$ cat config.mk
export PLATFORM = sky130hd
export DESIGN_NAME = vram_arbiter
export DESIGN_NICKNAME = d
export VERILOG_FILES = /design/src/rtl/vram_arb_pkg.sv /design/src/rtl/vram_arbiter.sv
export SDC_FILE = /design/constraint.sdc
export NUM_CORES = 1
export LEC_CHECK = 0
export BUFFER_PORTS_ARGS = -buffer_cell sky130_fd_sc_hd__clkbuf_2
export CAP_MARGIN = 25
export CORE_UTILIZATION = 30
export CTS_CLUSTER_SIZE = 16
export DETAILED_ROUTE_END_ITERATION = 8
export PLACE_DENSITY = 0.66
export SLEW_MARGIN = 5
export SYNTH_ARGS = -nofsm -noshare
export SYNTH_HDL_FRONTEND = slang
export SYNTH_SLANG_ARGS = --single-unit
$ cat constraint.sdc
create_clock -name clk -period 3.02 [get_ports clk]
set_input_delay 0 -clock clk [delete_from_list [all_inputs] [get_ports clk]]
set_output_delay 0 -clock clk [all_outputs]
set_load 0.05 [all_outputs]
$ cat src/rtl/vram_arb_pkg.sv
// Shared types and screen-map constants for the video RAM arbiter.
// The owner enum names who holds the RAM data phase in the cycle after a grant.
package vram_arb_pkg;

  typedef enum logic [1:0] {
    IDLE = 2'd0,
    VID  = 2'd1,
    CPU  = 2'd2
  } owner_e;

  localparam logic [12:0] PIX_BASE  = 13'h0000;
  localparam logic [12:0] ATTR_BASE = 13'h1800;
  localparam logic [12:0] VRAM_TOP  = 13'h1AFF;

endpackage

$ cat src/rtl/vram_arbiter.sv
// Single-port VRAM arbiter: video fetch has priority, CPU is stalled via cpu_wait.
// Optional starvation guard (VRAM_ARB_STARVE_GUARD_EN) forces a CPU slot after MAX_VID_BURST video grants.
module vram_arbiter
  import vram_arb_pkg::*;
#(
  parameter int ADDR_W        = 13,
  parameter int DATA_W        = 8,
  parameter int MAX_VID_BURST = 4
) (
  input  logic              clk,
  input  logic              rst_n,
  input  logic              vid_req,
  input  logic [ADDR_W-1:0] vid_addr,
  output logic              vid_gnt,
  output logic              vid_rvalid,
  output logic [DATA_W-1:0] vid_rdata,
  input  logic              cpu_req,
  input  logic              cpu_we,
  input  logic [ADDR_W-1:0] cpu_addr,
  input  logic [DATA_W-1:0] cpu_wdata,
  output logic              cpu_ack,
  output logic [DATA_W-1:0] cpu_rdata,
  output logic              cpu_wait,
  output logic [ADDR_W-1:0] ram_addr,
  output logic              ram_we,
  output logic [DATA_W-1:0] ram_wdata,
  input  logic [DATA_W-1:0] ram_rdata,
  output logic              vid_miss
);

  owner_e            state_q, state_d;
  logic              cpu_wr_q, cpu_wr_d;
  logic [DATA_W-1:0] vid_rdata_q;
  logic [DATA_W-1:0] cpu_rdata_q;

  logic cpu_elig;
  logic cpu_grant;
  logic vid_grant;
  logic force_cpu;
  logic cpu_rd_ack;

  // Ack/rvalid are gated by reset so an access in flight when reset hits never completes.
  assign cpu_ack    = rst_n && (state_q == CPU);
  assign vid_rvalid = rst_n && (state_q == VID);
  assign cpu_rd_ack = cpu_ack && !cpu_wr_q;
  assign cpu_wait   = cpu_req && !cpu_ack;
  assign cpu_elig   = rst_n && cpu_req && !cpu_ack;

`ifdef VRAM_ARB_STARVE_GUARD_EN
  localparam int CNT_W = $clog2(MAX_VID_BURST + 1);

  logic [CNT_W-1:0] burst_q, burst_d;

  assign force_cpu = (burst_q == CNT_W'(MAX_VID_BURST));
  assign vid_miss  = force_cpu && cpu_elig && vid_req;

  always_comb begin
    burst_d = burst_q;
    if (!cpu_req || cpu_grant) begin
      burst_d = '0;
    end else if (vid_grant && cpu_elig && !force_cpu) begin
      burst_d = burst_q + 1'b1;
    end
  end

  always_ff @(posedge clk) begin
    if (!rst_n) begin
      burst_q <= '0;
    end else begin
      burst_q <= burst_d;
    end
  end
`else
  assign force_cpu = 1'b0;
  assign vid_miss  = 1'b0;
`endif

  always_comb begin
    vid_grant = 1'b0;
    cpu_grant = 1'b0;
    if (rst_n) begin
      if (cpu_elig && (force_cpu || !vid_req)) begin
        cpu_grant = 1'b1;
      end else if (vid_req) begin
        vid_grant = 1'b1;
      end
    end
  end

  assign vid_gnt = vid_grant;

  // Address phase is driven straight from the winner; idle cycles park the bus at zero.
  always_comb begin
    ram_addr  = '0;
    ram_we    = 1'b0;
    ram_wdata = '0;
    state_d   = IDLE;
    cpu_wr_d  = 1'b0;
    if (vid_grant) begin
      ram_addr = vid_addr;
      state_d  = VID;
    end else if (cpu_grant) begin
      ram_addr = cpu_addr;
      ram_we   = cpu_we;
      state_d  = CPU;
      cpu_wr_d = cpu_we;
      if (cpu_we) begin
        ram_wdata = cpu_wdata;
      end
    end
  end

  assign vid_rdata = vid_rvalid ? ram_rdata : vid_rdata_q;
  assign cpu_rdata = cpu_rd_ack ? ram_rdata : cpu_rdata_q;

  always_ff @(posedge clk) begin
    if (!rst_n) begin
      state_q     <= IDLE;
      cpu_wr_q    <= 1'b0;
      vid_rdata_q <= '0;
      cpu_rdata_q <= '0;
    end else begin
      state_q  <= state_d;
      cpu_wr_q <= cpu_wr_d;
      if (vid_rvalid) begin
        vid_rdata_q <= ram_rdata;
      end
      if (cpu_rd_ack) begin
        cpu_rdata_q <= ram_rdata;
      end
    end
  end

endmodule

Word level (Yosys, flattened, before mapping)
Cells that the tools add are included.

Bits of input ports: 47. Logic and storage cells: 35. Register bits after elaboration: 19.

Reductions and logical operators: 11. Multiplexer cells: 16. Bitwise gates (word level): 1. Equality and inequality tests: 2.

Operators by type and width (count): $mux W8 (5); $mux W13 (2); $mux W1 (8); $logic_and A1 B1 Y1 (7); $logic_not A1 Y1 (3); $eq A2 B1 Y1 const B (1); $eq A2 B2 Y1 const B (1); $mux W2 (1); $reduce_or A2 Y1 (1); $not A1 Y1 (1).

Depth between registers and ports, before layout
Gate-level depths: netlist of run 1.

Depth after elaboration: 9. Gate-level depth with buffers: 5. Depth with buffers taken out: 2.

Worst setup path after synthesis of run 1
OpenSTA, ideal clock, no wires.

Path kind: flip-flop to output port. Start: register state_q[1]. End: output ram_we. Buffers on the path: 2. Data required time: 3.020 ns. Slack: 0.629 ns. Cell stages (with the launch flop): 5. Data arrival time: 2.391 ns. Cell sequence: dfxtp_1 -> nor2b_1 -> buf_2 -> buf_6 -> nor4b_1.

Longest elaborated chain between the ends: 9.

Ends and longest elaborated chain: from (decl) (RTL line vram_arbiter.sv:31) `owner_e state_q, state_d;`; from (signal assigned) (RTL line vram_arbiter.sv:123) `state_q <= state_d;`; $eq A2 B2 Y1 * (RTL line vram_arbiter.sv:43) `assign cpu_ack = rst_n && (state_q == CPU);`; $logic_and A1 B1 Y1 * (RTL line vram_arbiter.sv:43); $logic_not A1 Y1 * (RTL line vram_arbiter.sv:47) `assign cpu_elig = rst_n && cpu_req && !cpu_ack;`; $logic_and A1 B1 Y1 * (RTL line vram_arbiter.sv:47); $logic_and A1 B1 Y1 * (RTL line vram_arbiter.sv:82) `if (cpu_elig && (force_cpu || !vid_req)) begin`; $mux W1 (RTL line vram_arbiter.sv:82); $mux W1 (RTL line vram_arbiter.sv:81) `if (rst_n) begin`; $mux W1 (RTL line vram_arbiter.sv:102) `end else if (cpu_grant) begin`; $mux W1 * (RTL line vram_arbiter.sv:99) `if (vid_grant) begin`; to (decl) (RTL line vram_arbiter.sv:25) `output logic ram_we,`.

Mark *: on every way between the ends. The rest lies on a longest branch, timed or not.

Final worst setup path of run 1
Start: register state_q[1]. End: output cpu_ack.

Longest elaborated chain between the ends: 2.

Ends and longest elaborated chain: $eq A2 B2 Y1 (RTL line vram_arbiter.sv:43); $logic_and A1 B1 Y1 (RTL line vram_arbiter.sv:43); to (decl) (RTL line vram_arbiter.sv:21) `output logic cpu_ack,`.

Every way passes these cells.

==> results.yml, run 1 <==
synthesis:
  synth_area_per_cell_sq_um: 8.41
  synth.top_cells.by_count: "26 x nand2_1, 21 x inv_1, 19 x dfxtp_1"
  yosysUniqueCellTypes: 22
  yosysMostFrequentCell: "nand2_1"
  synth_compound_area_share_pct: 8.96
  syn-num-nets: 208
  yosys-top-cells-area: "dfxtp_1 28%, mux2i_1 12%, mux2_2 12%"
  synth.cell_area_sq_mm: 0.00135
  async_reset_ff_share_pct: 0
  synth-xor-area-share_pct: 0
  ys_seq_area_share_pct: 28.1
  ys_warn_count: 0
  netlist.area_leader.share_pct: 28.1
  synth_top_area_cell: "dfxtp_1"
  synth_flop_cell: "dfxtp_1"
  synth_top_family_by_area: "multiplexers"
  synth-simple-area-share_pct: 22.7
  synth-seq-cells: 19
  synth-edff-count: 0
  syn_inst: 161
  synth.area.mux_share_pct: 25.7
  synth_fa_ha_area_share_pct: 0
clock_tree:
  cts-root-buf: "clkbuf_8"
  post_cts_resized: 0
  cts_tree: "yes"
  clock_path_buffers: 2
  clk_latency_ps: 250
  post_cts_buffers: 0
  cts_made_buffers: 3
  clock_sinks: 19
  path_clk_slew_ps: 70
  hold_buffers: 0
  h-tree-depth: 1
layout:
  num-fill-cells: 438
  seq_area_sq_um: 380
  multi_input_area_sq_um: 783
  diodes: 0
  area_growth_pct: 33.1
  drive_gt1_share_pct: 47.5
  final_nets: 284
floorplanning:
  dieHeight_microns: 69.2
  core_area_sq_mm: 0.00435
  start_util_pct: 31.1
  die-area_sq_mm: 0.00479
  rows: 24
  num_io_pins: 90
  die_w_microns: 69.2
sta:
  fin_skew_ps: 2.62
  rsz0062_at_grt: "no"
  final_hold_viol_count: 0
  clock.fmax_mhz: 517
  setup_violations: 0
  min_period_over_period_pct: 64.1
  worst_hold_slack_ps: 6.51
  min_period_ps: 1930
  worst_slew_pin_slew_ps: 952
  tns_ps: 0
  slew_viol_final: 0
  slew-limit-headroom_pct: 36.3
global_routing:
  grt_pass1_vias: 1250
  gr-total-overflow: 0
  grt_usage_pct: 13.4
  grt_pass1_wl_microns: 5420
  grt_max_degree: 40
  antenna_found_initial: 0
power_and_ir_drop:
  powerDensity_mw_per_mm2: 376
  p_comb_share_pct: 34.8
  p_sw_uw: 254
  leakage_nw: 1.06
  swShare_pct: 37.5
  total_power_uw: 678
  p_int_uw: 424
  p_clk_share_pct: 26.0
  seqPwrFrac_pct: 39.3
  vdd_drop_max_mv: 0.112
place:
  place_congestion: 0.698
  io_buffer_count: 88
  hpwlAfterDp_microns: 2300
setup_path:
  critPathArrivalTime_ps: 1930
  crit_path_end_kind: "output pin"
  required_ps: 3020
  cp-start-kind: "flop"
  worstSetupPathType: "reg -> out"
  cp_max_fo: 26
job:
  drv_cap: 0
routing:
  wirelength_microns: 3170
  first_iter_violations: 24
  drc: 0
  vias_per_cell: 4.78
  final_antenna_net_count: 0
  num_vias: 1376
  wire_per_inst_microns: 11.0
  first_pass_iters: 4
worst_hold_path:
  holdCritPathClass: "in -> reg"
run_status:
  outcome: "completed"
[worst max-delay path: stages (launching register included)]
cell	delay [ps]
dfxtp_1	380
nor2b_2	800
and2_1	220
clkbuf_2	270
[metal layers]
layer  GRT usage [%]  routed length [microns]
met1            15.6                     1470
met2            24.2                     1410
met3            4.36                      281
met4            2.04                        8
met5               0                        0
[stage by stage]
| stage | instances | setup WS, ps | area (sq um) | utilization, % |
|---|---|---|---|---|
| 2_1_floorplan | 161 | 629 | 1350 | - |
| 3_3_place_gp | 284 | 1320 | 1760 | 40.3 |
| 3_5_place_dp | 284 | 1330 | 1760 | 40.3 |
| 4_1_cts | 288 | 1040 | 1800 | 41.4 |
| 5_1_grt | 288 | 910 | 1800 | 41.4 |
| 6_report | 288 | 1090 | 1800 | 41.4 |
[sequential cells by signal, summed over array words and instances, names as in the netlist]
signal	flops
cpu_rdata_q	8
cpu_wr_q	1
state_q	2
vid_rdata_q	8
[power groups by stage]
stage | Clock, mW | Sequential [mW] | Combinational, mW
final | 0.176 | 0.266 | 0.236
after CTS | 0.187 | 0.266 | 0.238
after global placement | 0 | 0.272 | 0.236
after detailed placement | 0 | 0.272 | 0.237
after floorplan | 0 | 0.271 | 0.180
after global routing | 0.199 | 0.267 | 0.252
[worst paths after layout]
check | start | cells after the start | slack, ps | end
worst min register to register | cpu_rdata_q[3]$_SDFF_PN0_ | 2 | 470 | cpu_rdata_q[3]$_SDFF_PN0_
worst min-delay path | ram_rdata[2] | 3 | 7 | vid_rdata_q[2]$_SDFF_PN0_
worst max-delay path | state_q[1]$_SDFF_PP0_ | 3 | 1090 | cpu_ack
worst max register to register | state_q[1]$_SDFF_PP0_ | 2 | 1560 | cpu_wr_q$_SDFF_PN0_
[layout by cell type, fill, tap and decap left out, types with 2 or more instances in the layout]
cell / n
and2_1: 3
clkbuf_2: 88
clkbuf_8: 3
dfxtp_1: 19
inv_1: 21
mux2_2: 14
mux2_4: 2
mux2i_1: 16
nand2_1: 26
nand3_1: 13
nor4_1: 8
nor4b_1: 2
o41ai_1: 13
[cell type report]
type	count	area share (%)
Clock buffer	3	2.29
Clock inverter	1	0.278
Inverter	21	4.37
Multi-Input combinational cell	103	43.5
Sequential cell	19	21.1
Tap cell	52	3.61
Timing Repair Buffer	89	24.9
[cells by family after synthesis]
family / Yosys count
and+or+nand+nor: 56
buffers and inverters: 39
muxes: 32
DFF: 19
AOI/OAI and AO/OA: 14
other: 1
Power figures use the tool's default switching activity.
==> run 2, diff against run 1 <==
Clock period 3.02 ns to 1.93 ns, I/O delays scaled along.
==> results.yml, run 2 (synthesized netlist as in run 1, its figures left out) <==
sta:
  fin_skew_ps: 5.72
  slew_viol_final: 0
  final_hold_viol_count: 0
  layout_setup_ws_ps: 187
  worst_slew_pin_slew_ps: 784
  rsz0062_at_grt: "no"
  setup_violations: 0
  min_period_ps: 1740
  clock.fmax_mhz: 574
  min_period_over_period_pct: 90.3
  slew-limit-headroom_pct: 47.8
  tns_ps: 0
setup_path:
  required_ps: 1930
  crit_path_end_kind: "output pin"
  cp_cell_sequence: "nor2b_2 -> buf_4 -> o41ai_1 -> buf_12"
  cp-start-kind: "flop"
  critPathArrivalTime_ps: 1740
  r2r_end: "cpu_rdata_q[7]$_SDFF_PN0_"
  cp_max_fo: 26
  r2r_cells: 2
  worstSetupPathType: "reg -> out"
  rrSetupSlack_ps: 790
  slowest_delay_ps: 560
  rr_startpoint: "state_q[0]$_SDFF_PN0_"
  cp_slowest_cell: "o41ai_1"
layout:
  final_core_util_pct: 43.6
  final_nets: 288
  area_growth_pct: 40.1
  stdcell_count: 292
  reg_top3: "cpu_rdata_q x8, vid_rdata_q x8, state_q x2"
  final_cell_mix: "87 x clkbuf_2, 26 x nand2_1, 21 x inv_1"
  final_common_cell: "clkbuf_2"
  diodes: 0
  drive_gt1_share_pct: 51.7
  num-fill-cells: 429
global_routing:
  grt_pass1_vias: 1302
  grt_usage_pct: 13.8
  gr-total-overflow: 0
  grt_max_degree: 40
  antenna_found_initial: 0
  grt_pass1_wl_microns: 5620
worst_hold_path:
  hold_end: "cpu_rdata_q[3]$_SDFF_PN0_"
  whs_path_depth: 3
  holdCritPathClass: "in -> reg"
  hold_start: "ram_rdata[3]"
floorplanning:
  die_w_microns: 69.2
  num_io_pins: 90
  dieHeight_microns: 69.2
  die-area_sq_mm: 0.00479
  start_util_pct: 31.1
  core_area_sq_mm: 0.00435
  rows: 24
routing:
  first_iter_violations: 36
  vias_per_cell: 4.88
  first_pass_iters: 4
  num_vias: 1425
  drc: 0
  final_antenna_net_count: 0
  wirelength_microns: 3300
  wire_per_inst_microns: 11.3
place:
  pre_cts_slack_ps: 450
  place_congestion: 0.699
  dp_cells: 288
  io_buffer_count: 88
  hpwlAfterDp_microns: 2460
clock_tree:
  cts_made_buffers: 3
  clk_latency_ps: 250
  cts_tree: "yes"
  path_clk_slew_ps: 70
  post_cts_resized: 0
  hold_buffers: 0
  post_cts_buffers: 0
  clock_path_buffers: 2
  clock_sinks: 19
  cts-root-buf: "clkbuf_8"
  h-tree-depth: 1
power_and_ir_drop:
  leakage_nw: 1.08
  vdd_drop_max_mv: 0.200
  powerDensity_mw_per_mm2: 566
job:
  drv_cap: 0
run_status:
  outcome: "completed"
[run 2: layout make-up]
cell class | count | area, sq um | area share [%]
Sequential cell | 19 | 380 | 20.1
Multi-Input combinational cell | 103 | 833 | 43.9
Clock inverter | 1 | 5.00 | 0.264
Tap cell | 52 | 65.1 | 3.43
Inverter | 21 | 78.8 | 4.16
Timing Repair Buffer | 93 | 493 | 26.0
Clock buffer | 3 | 41.3 | 2.18
[run 2: worst max-delay path by stage]
| stage | end | depth (start not counted) | startpoint |
|---|---|---|---|
| after CTS | ram_addr[7] | 4 | state_q[1]$_SDFF_PP0_ |
| after detailed placement | ram_addr[7] | 4 | state_q[1]$_SDFF_PP0_ |
| after global placement | ram_addr[7] | 4 | state_q[1]$_SDFF_PP0_ |
| after global routing | ram_addr[7] | 4 | state_q[1]$_SDFF_PP0_ |
| after floorplan | ram_addr[10] | 4 | state_q[1]$_SDFF_PP0_ |
| final | ram_addr[7] | 4 | state_q[1]$_SDFF_PP0_ |
[run 2: where the power goes]
group	internal, mW	leakage [nW]	switching [mW]
Clock	0.143	0.0255	0.126
Combinational	0.122	0.904	0.265
Sequential	0.408	0.155	0.00942
[run 2: stage by stage]
step	power, mW	hold WS (ps)	area [sq um]
after floorplan	0.711	152	1400
after global placement	0.811	276	1850
after detailed placement	0.814	281	1850
after CTS	1.09	4.71	1900
after global routing	1.13	12.5	1900
final	1.07	7.59	1900
[run 2: worst max-delay path, delay by kind of cell, from the launching register on]
kind / cells / cell delay [ps]
AOI/OAI and AO/OA: 1 / 560
buffers and inverters: 2 / 430
DFF: 1 / 340
and+or+nand+nor: 1 / 160
[run 2: per-layer routing]
layer | wire (microns) | up-vias | global-route usage [%]
li1 | - | 720 | -
met1 | 1500 | 632 | 17.5
met2 | 1560 | 73 | 24.7
met3 | 241 | 0 | 3.49
met4 | 0 | 0 | 0.680
met5 | 0 | - | 0
